===== src/rtl/instr_fetch.sv =====
// Instruction fetch: owns the PC, issues one read at a time to imem and buffers words for the decoder.
// Optional build macro IFETCH_PERF_CNT_EN enables the fetch_count delivered-instruction counter.
module instr_fetch #(
    parameter logic [31:0] RESET_PC   = 32'h0000_0000,
    parameter int unsigned FIFO_DEPTH = 2
) (
    input  logic        clk,
    input  logic        rst_n,
    output logic        imem_req,
    output logic [31:0] imem_addr,
    input  logic        imem_gnt,
    input  logic        imem_rvalid,
    input  logic [31:0] imem_rdata,
    input  logic        branch_taken,
    input  logic [31:0] branch_target,
    output logic        instr_valid,
    input  logic        instr_ready,
    output logic [31:0] instr_out,
    output logic [31:0] instr_pc,
    output logic [31:0] fetch_count
);

    localparam int unsigned PW = $clog2(FIFO_DEPTH);
    localparam int unsigned CW = $clog2(FIFO_DEPTH + 1);

    typedef enum logic [1:0] {
        S_REQ,
        S_WAIT,
        S_DROP
    } state_t;

    state_t         r_state;
    logic [31:0]    r_pc;
    logic [31:0]    r_req_pc;
    logic           r_imem_req;
    logic [31:0]    r_fifo_pc    [FIFO_DEPTH];
    logic [31:0]    r_fifo_instr [FIFO_DEPTH];
    logic [PW-1:0]  r_rd_ptr;
    logic [PW-1:0]  r_wr_ptr;
    logic [CW-1:0]  r_count;

    state_t         w_state_nxt;
    logic [CW-1:0]  w_count_nxt;
    logic           w_gnt;
    logic           w_push;
    logic           w_pop;
    logic [31:0]    w_target;
    logic [PW-1:0]  w_rd_ptr_inc;
    logic [PW-1:0]  w_wr_ptr_inc;

    always_comb begin
        w_gnt        = r_imem_req & imem_gnt;
        w_pop        = (r_count != '0) & instr_ready;
        w_push       = (r_state == S_WAIT) & imem_rvalid & ~branch_taken;
        w_target     = branch_target & 32'hFFFF_FFFC;
        w_rd_ptr_inc = (r_rd_ptr == PW'(FIFO_DEPTH - 1)) ? '0 : r_rd_ptr + PW'(1);
        w_wr_ptr_inc = (r_wr_ptr == PW'(FIFO_DEPTH - 1)) ? '0 : r_wr_ptr + PW'(1);

        // A response arriving with a redirect closes the read; otherwise the redirect squashes it.
        w_state_nxt = r_state;
        case (r_state)
            S_REQ:   if (w_gnt) w_state_nxt = branch_taken ? S_DROP : S_WAIT;
            S_WAIT:  if (imem_rvalid) w_state_nxt = S_REQ;
                     else if (branch_taken) w_state_nxt = S_DROP;
            S_DROP:  if (imem_rvalid) w_state_nxt = S_REQ;
            default: w_state_nxt = S_REQ;
        endcase

        if (branch_taken) w_count_nxt = '0;
        else              w_count_nxt = r_count + CW'(w_push) - CW'(w_pop);
    end

    always_ff @(posedge clk or negedge rst_n) begin
        if (!rst_n) begin
            r_state      <= S_REQ;
            r_pc         <= RESET_PC;
            r_req_pc     <= '0;
            r_imem_req   <= 1'b0;
            r_rd_ptr     <= '0;
            r_wr_ptr     <= '0;
            r_count      <= '0;
            r_fifo_pc    <= '{default: '0};
            r_fifo_instr <= '{default: '0};
        end else begin
            r_state    <= w_state_nxt;
            r_count    <= w_count_nxt;
            // Outstanding is zero whenever the next state is REQ, so credit reduces to the count.
            r_imem_req <= (w_state_nxt == S_REQ) && (w_count_nxt < CW'(FIFO_DEPTH));

            if (branch_taken)  r_pc <= w_target;
            else if (w_gnt)    r_pc <= r_pc + 32'd4;
            if (w_gnt)         r_req_pc <= r_pc;

            if (branch_taken) begin
                r_rd_ptr <= '0;
                r_wr_ptr <= '0;
            end else begin
                if (w_push) begin
                    r_fifo_pc[r_wr_ptr]    <= r_req_pc;
                    r_fifo_instr[r_wr_ptr] <= imem_rdata;
                    r_wr_ptr               <= w_wr_ptr_inc;
                end
                if (w_pop) r_rd_ptr <= w_rd_ptr_inc;
            end
        end
    end

    assign imem_req    = r_imem_req;
    assign imem_addr   = r_pc;
    assign instr_valid = (r_count != '0);
    assign instr_out   = r_fifo_instr[r_rd_ptr];
    assign instr_pc    = r_fifo_pc[r_rd_ptr];

`ifdef IFETCH_PERF_CNT_EN
    logic [31:0] r_fetch_count;

    always_ff @(posedge clk or negedge rst_n) begin
        if (!rst_n)                    r_fetch_count <= '0;
        else if (w_pop & ~branch_taken) r_fetch_count <= r_fetch_count + 32'd1;
    end

    assign fetch_count = r_fetch_count;
`else
    assign fetch_count = '0;
`endif

endmodule


===== config.mk =====
export PLATFORM = sky130hd
export DESIGN_NAME = instr_fetch
export DESIGN_NICKNAME = d
export VERILOG_FILES = /design/src/rtl/instr_fetch.sv
export SDC_FILE = /design/constraint.sdc
export NUM_CORES = 1
export LEC_CHECK = 0
export ABC_AREA = 1
export CAP_MARGIN = 20
export CORE_MARGIN = 8
export CORE_UTILIZATION = 40
export DETAILED_ROUTE_END_ITERATION = 7
export PLACE_DENSITY = 0.64
export SYNTH_ARGS = -nofsm -noshare
export SYNTH_HDL_FRONTEND = slang
export SYNTH_SLANG_ARGS = --single-unit

===== constraint.sdc =====
create_clock -name clk -period 2.1 [get_ports clk]
set_input_delay 0.63 -clock clk [delete_from_list [all_inputs] [get_ports clk]]
set_output_delay 0.63 -clock clk [all_outputs]
set_load 0.01 [all_outputs]

Word-level counts from Yosys, hierarchy flattened
Index checks and enable logic that the tools add are counted.

word-level totals
  flip-flop bits (word level) = 199
  latch bits = 0
  RAM bits = 0
  bits in read-only memories = 0
  bits of input ports = 70
  output and inout port bits = 130
  word-level logic and storage cells = 63
  memories kept = 0

cells by class
  $add $sub $neg = 5
  multipliers = 0
  div/mod/pow operators = 0
  order comparisons = 4
  eq/ne operators = 2
  shift operators = 0
  multiplexer cells = 25
  bitwise gates (word level) = 7
  reduce and logical (&&, ||, !) cells = 9

operators with widths
  operator                                                     number
  two-way mux 32 bit                                           9
  bitwise mux 64 bit                                           2
  adder 32 x 3 -> 32 bit (second input constant)               1
  demux 32 bit (select 1 bit)                                  1
  two-way mux 2 bit                                            6
  nonzero test 2 bit                                           4
  two-way mux 1 bit                                            6
  one-hot mux 2 bit (3 select lines)                           1
  AND 1 bit                                                    4
  >= comparator 2 bit (second input constant)                  2
  zero test 2 bit                                              2
  NOT 1 -> 2 bit                                               2
  adder 1 bit (second input constant)                          2
  adder 2 x 1 -> 2 bit                                         1
  equality test 2 x 1 -> 1 bit (second input constant)         1
  equality test 2 bit (second input constant)                  1
  logical AND 1 bit                                            2
  less-than comparator 2 x 1 -> 1 bit (second input constant)  1
  less-than comparator 2 bit (second input constant)           1
  AND reduction 2 bit                                          1
  subtractor 2 x 1 -> 2 bit                                    1
  NOT 1 bit                                                    1

Logic depth before layout (Yosys ltp)
  depth in word-level cells = 8
  depth in mapped cells = 9
  gate-level depth less buffers = 9

Worst setup path before layout
No wires, ideal clock.

  kind = reg2out
  start = register r_rd_ptr
  end = output port instr_out[22]
  data arrival time = 1.172 ns
  required time = 1.470 ns
  path slack = 0.298 ns
  cell stages (with the launch flop) = 6
  path buffers = 2
  cells stage by stage = dfrtp_1 clkinv_1 clkbuf_1 clkbuf_1 nand2_1 o21ai_0

between the ends
  cells in the longest elaborated chain, start to end = 4

RTL lines
  item                                                   RTL line  text
  start, declared                                        38        logic [PW-1:0] r_rd_ptr;
  start signal, assigned                                 103       if (w_pop) r_rd_ptr <= w_rd_ptr_inc;
  NOT 1 -> 2 bit (not written as such)                   111       assign instr_out = r_fifo_instr[r_rd_ptr];
  two-way mux 32 bit (not written as such) (3 in a row)  111
  end, declared                                          18        output logic [31:0] instr_out,

Every way passes these cells. The select of a mux whose other input is x is not followed.

Worst setup path in the final report
  start = register r_rd_ptr
  end = output port instr_pc[13]

between the ends
  cells in the longest elaborated chain, start to end = 4

RTL lines
  item                                                   RTL line  text
  NOT 1 -> 2 bit (not written as such)                   112       assign instr_pc = r_fifo_pc[r_rd_ptr];
  two-way mux 32 bit (not written as such) (3 in a row)  112
  end, declared                                          19        output logic [31:0] instr_pc,

Every way passes these cells. The select of a mux whose other input is x is not followed.

==> out/metrics.cfg <==
[synth]
synth_xor_area_share_pct=0.6598
synth_compound_area_share_pct=14.10
synth_top_family_by_area=simple AND/OR/NAND/NOR gates
synth_area_per_cell_sq_um=7.814
yosys.area_share.simple_pct=19.63
ys_seq_area_share_pct=51.44
synthCells=1189
syn-cell-area_sq_um=9291
synth_area_leaders=dfrtp_1 51%, nand2_1 14%, o21ai_0 9.1%
synthMuxAreaShare_pct=0
yosys.area_share.adder_pct=0.4040
yosysUniqueCellTypes=29
yosys.area.top_type_share_pct=51.44
synth_top_area_cell=dfrtp_1
ys_seq_elements=191
yosys_warnings=0

[clock_tree]
htree_levels=4
cts_root_buffer=clkbuf_16
cts_sinks=191
clk_latency_ns=0.42
path_clk_slew_ns=0.07
cts_buffers=17
clockBufferDepth=2
cts_tree=done
cts_hold_buf=0

[worst_setup_path]
critPathArrivalTime_ns=1.57
worstPathMaxFanout=6
worst_setup_path_end_kind=output port
cpPeakStageDelay_ns=0.46
path_depth=6
reg2reg_depth=9
crit_path_start_kind=flip-flop
critical_path_class=flip-flop to output port
crit_family=buffers and inverters
cp_cell_sequence=inv_8 > buf_12 > buf_16 > nand2_1 > o21ai_2 > buf_6
cpMaxStageDelayCell=dfrtp_2
cp.required_ns=1.47
path_buf_inv=4

[global_routing]
track_usage_pct=17.59
grt_pass1_vias=7737
grt-ovfl-total=0
grt_max_degree=55
grt_pass1_wl_mm=40.23
grt_antenna_before_repair=0

[die]
core_area_sq_um=22710
pin_count=200
die-width_um=168.4
dieArea_sq_um=28360
core.rowCount=55
dieHeight_um=168.4
initial_utilization_pct=40.91

[run_status]
outcome=finished with violations
violations=negative setup slack

[placement]
io_buffer_count=161
hpwl_mm=16.90
gp_congestion=0.8695
pre_cts_slack_ns=-0.1505

[power]
power.static_leakage_nw=6.217
pwr_density_cell_nw_per_um2=1293
max-vdd-ir-drop_v=0.0006074

[drt]
viasPerCell=4.695
wl_mm=25.03
ant_nets=0
wl_per_cell_um=14.97
drc=0
dr.pass1.iters=6
drt_iter0_markers=495
num_vias=7850

[cells_and_area]
final_util_pct=55.43
multi_input_area_sq_um=3784
antenna_cells=0
final_nets=1449
fillers=2121
seqCellArea_sq_um=4796
area_growth_pct=35.47
drive_gt1_share_pct=19.32

[timing]
hold_viol_final=0
final-max-slew-violation-count=0
fin_ws_ns=-0.1025
fin_setup_tns_ns=-3.135
post-route-period-util_pct=104.9
fmax_mhz=454.0
period_minus_slack_ns=2.203
rsz0062_at_grt=true
worst_clock_skew_ns=0.01158
setup_violations=56

[min_path]
min_path_type=input port to async pin

[job]
maxCapViolations=0

-- registers in the layout, summed over array words and instances, names as in the netlist --
register	count
r_fifo_pc	60
r_fifo_instr	64
r_count	2
imem_req	1
r_rd_ptr	1
r_req_pc	30
r_wr_ptr	1
imem_addr	30
r_state	2
-- per-stage QoR --
stage	instance area [sq um]	cells	power, W	hold WS (ns)
floorplan	9423	1224	0.008871	0.3344
global placement	11320	1619	0.01186	0.4654
detailed placement	11320	1619	0.01201	0.4734
CTS	12260	1666	0.01588	0.1789
global route	12590	1672	0.01744	0.1816
finish	12590	1672	0.01628	0.1806
-- final cells by class --
class                           count  area share [%]
Clock buffer                       18           3.489
Sequential cell                   191           38.10
Clock inverter                     12          0.8847
Multi-Input combinational cell    759           30.06
Timing Repair Buffer              221           18.93
Timing Repair inverter              1          0.1292
Tap cell                          285           2.833
Inverter                          185           5.577
-- power breakdown --
group          internal (W)  switching, W  leakage (nW)
logic               0.00331       0.00378          3.69
clock network       0.00166       0.00143         0.265
registers           0.00516      0.000944          2.26
total                0.0101       0.00615          6.22
-- logic make-up after synthesis --
logic type	Yosys count
fa+ha+maj	3
other cells	1
xor+xnor	7
buf+inv	274
flops	191
simple gates	455
compound gates	258
-- cells in the mapped netlist --
cell type	instances
nand3_2	1
conb_1	1
inv_2	2
o21ai_1	75
a21oi_1	7
or2_2	4
buf_4	39
nand4_2	1
clkbuf_2	1
nor2_1	40
o221ai_1	1
buf_2	7
dfrtp_1	191
ha_1	3
buf_6	12
o21bai_1	3
and2_1	2
xor2_1	6
o21ai_0	169
xnor2_1	1
nor2_2	6
nand2_1	352
inv_1	182
nand2_2	3
nand3_1	45
nor2_4	1
clkinv_1	1
clkbuf_1	30
o211ai_1	3
-- per-layer routing --
layer	vias up	GRT usage [%]	part of all wire, %
met1	3625	24.14	48
met3	11	4.046	5.3
met2	205	27.95	46
met4	0	3.727	0.67
li1	4009	-	-
met5	-	0	0
-- path summary, 6_finish.rpt --
check / from / endpoint / slack (ns)
setup / recovery: r_rd_ptr$_DFFE_PN0P_ / instr_pc[13] / -0.10
hold / removal: rst_n / r_fifo_instr[17]$_DFFE_PN0P_ / 0.18
setup reg to reg: r_count[1]$_DFF_PN0_ / imem_req$_DFF_PN0_ / 0.35
hold reg to reg: r_fifo_pc[62]$_DFFE_PN0P_ / r_fifo_pc[62]$_DFFE_PN0P_ / 0.49
max in group asynchronous: rst_n / imem_addr[16]$_DFFE_PN0N_ / 1.34
min in group clk: r_fifo_pc[62]$_DFFE_PN0P_ / r_fifo_pc[62]$_DFFE_PN0P_ / 0.49
-- layout by cell type, fill, tap and decap left out, types with 4 or more instances in the layout --
cell type        instances
dfrtp_2                 13
o21ai_1                 91
o21ai_2                 34
or2_2                    4
nand2_1                316
nor2_2                   6
nand2_4                 11
clkdlybuf4s50_1         85
clkbuf_16               19
o21ai_4                 12
dfrtp_1                178
buf_4                   26
a21oi_1                  7
xor2_1                   6
inv_1                  182
inv_6                    4
dlymetal6s2s_1           9
o21ai_0                107
nand3_1                 45
buf_16                  10
buf_6                   22
conb_1                  36
buf_2                   42
buf_12                  18
nor2_1                  40
nand2_2                 28
-- worst reg2reg max path, cell delays in order, from the launching register on --
cell	delay [ns]
dfrtp_1	0.38
or2_2	0.31
nand2_1	0.09
inv_1	0.05
ha_1	0.26
inv_1	0.04
ha_1	0.17
xor2_1	0.16
nor2_1	0.13
nor2_1	0.06
-- timing repair --
action,CTS,global route
gates resized for setup,440,80
endpoints found under the setup margin,69,84
buffers inserted,9,5
gates cloned,10,2
pin swaps,23,9
Power figures use the tool's default switching activity.
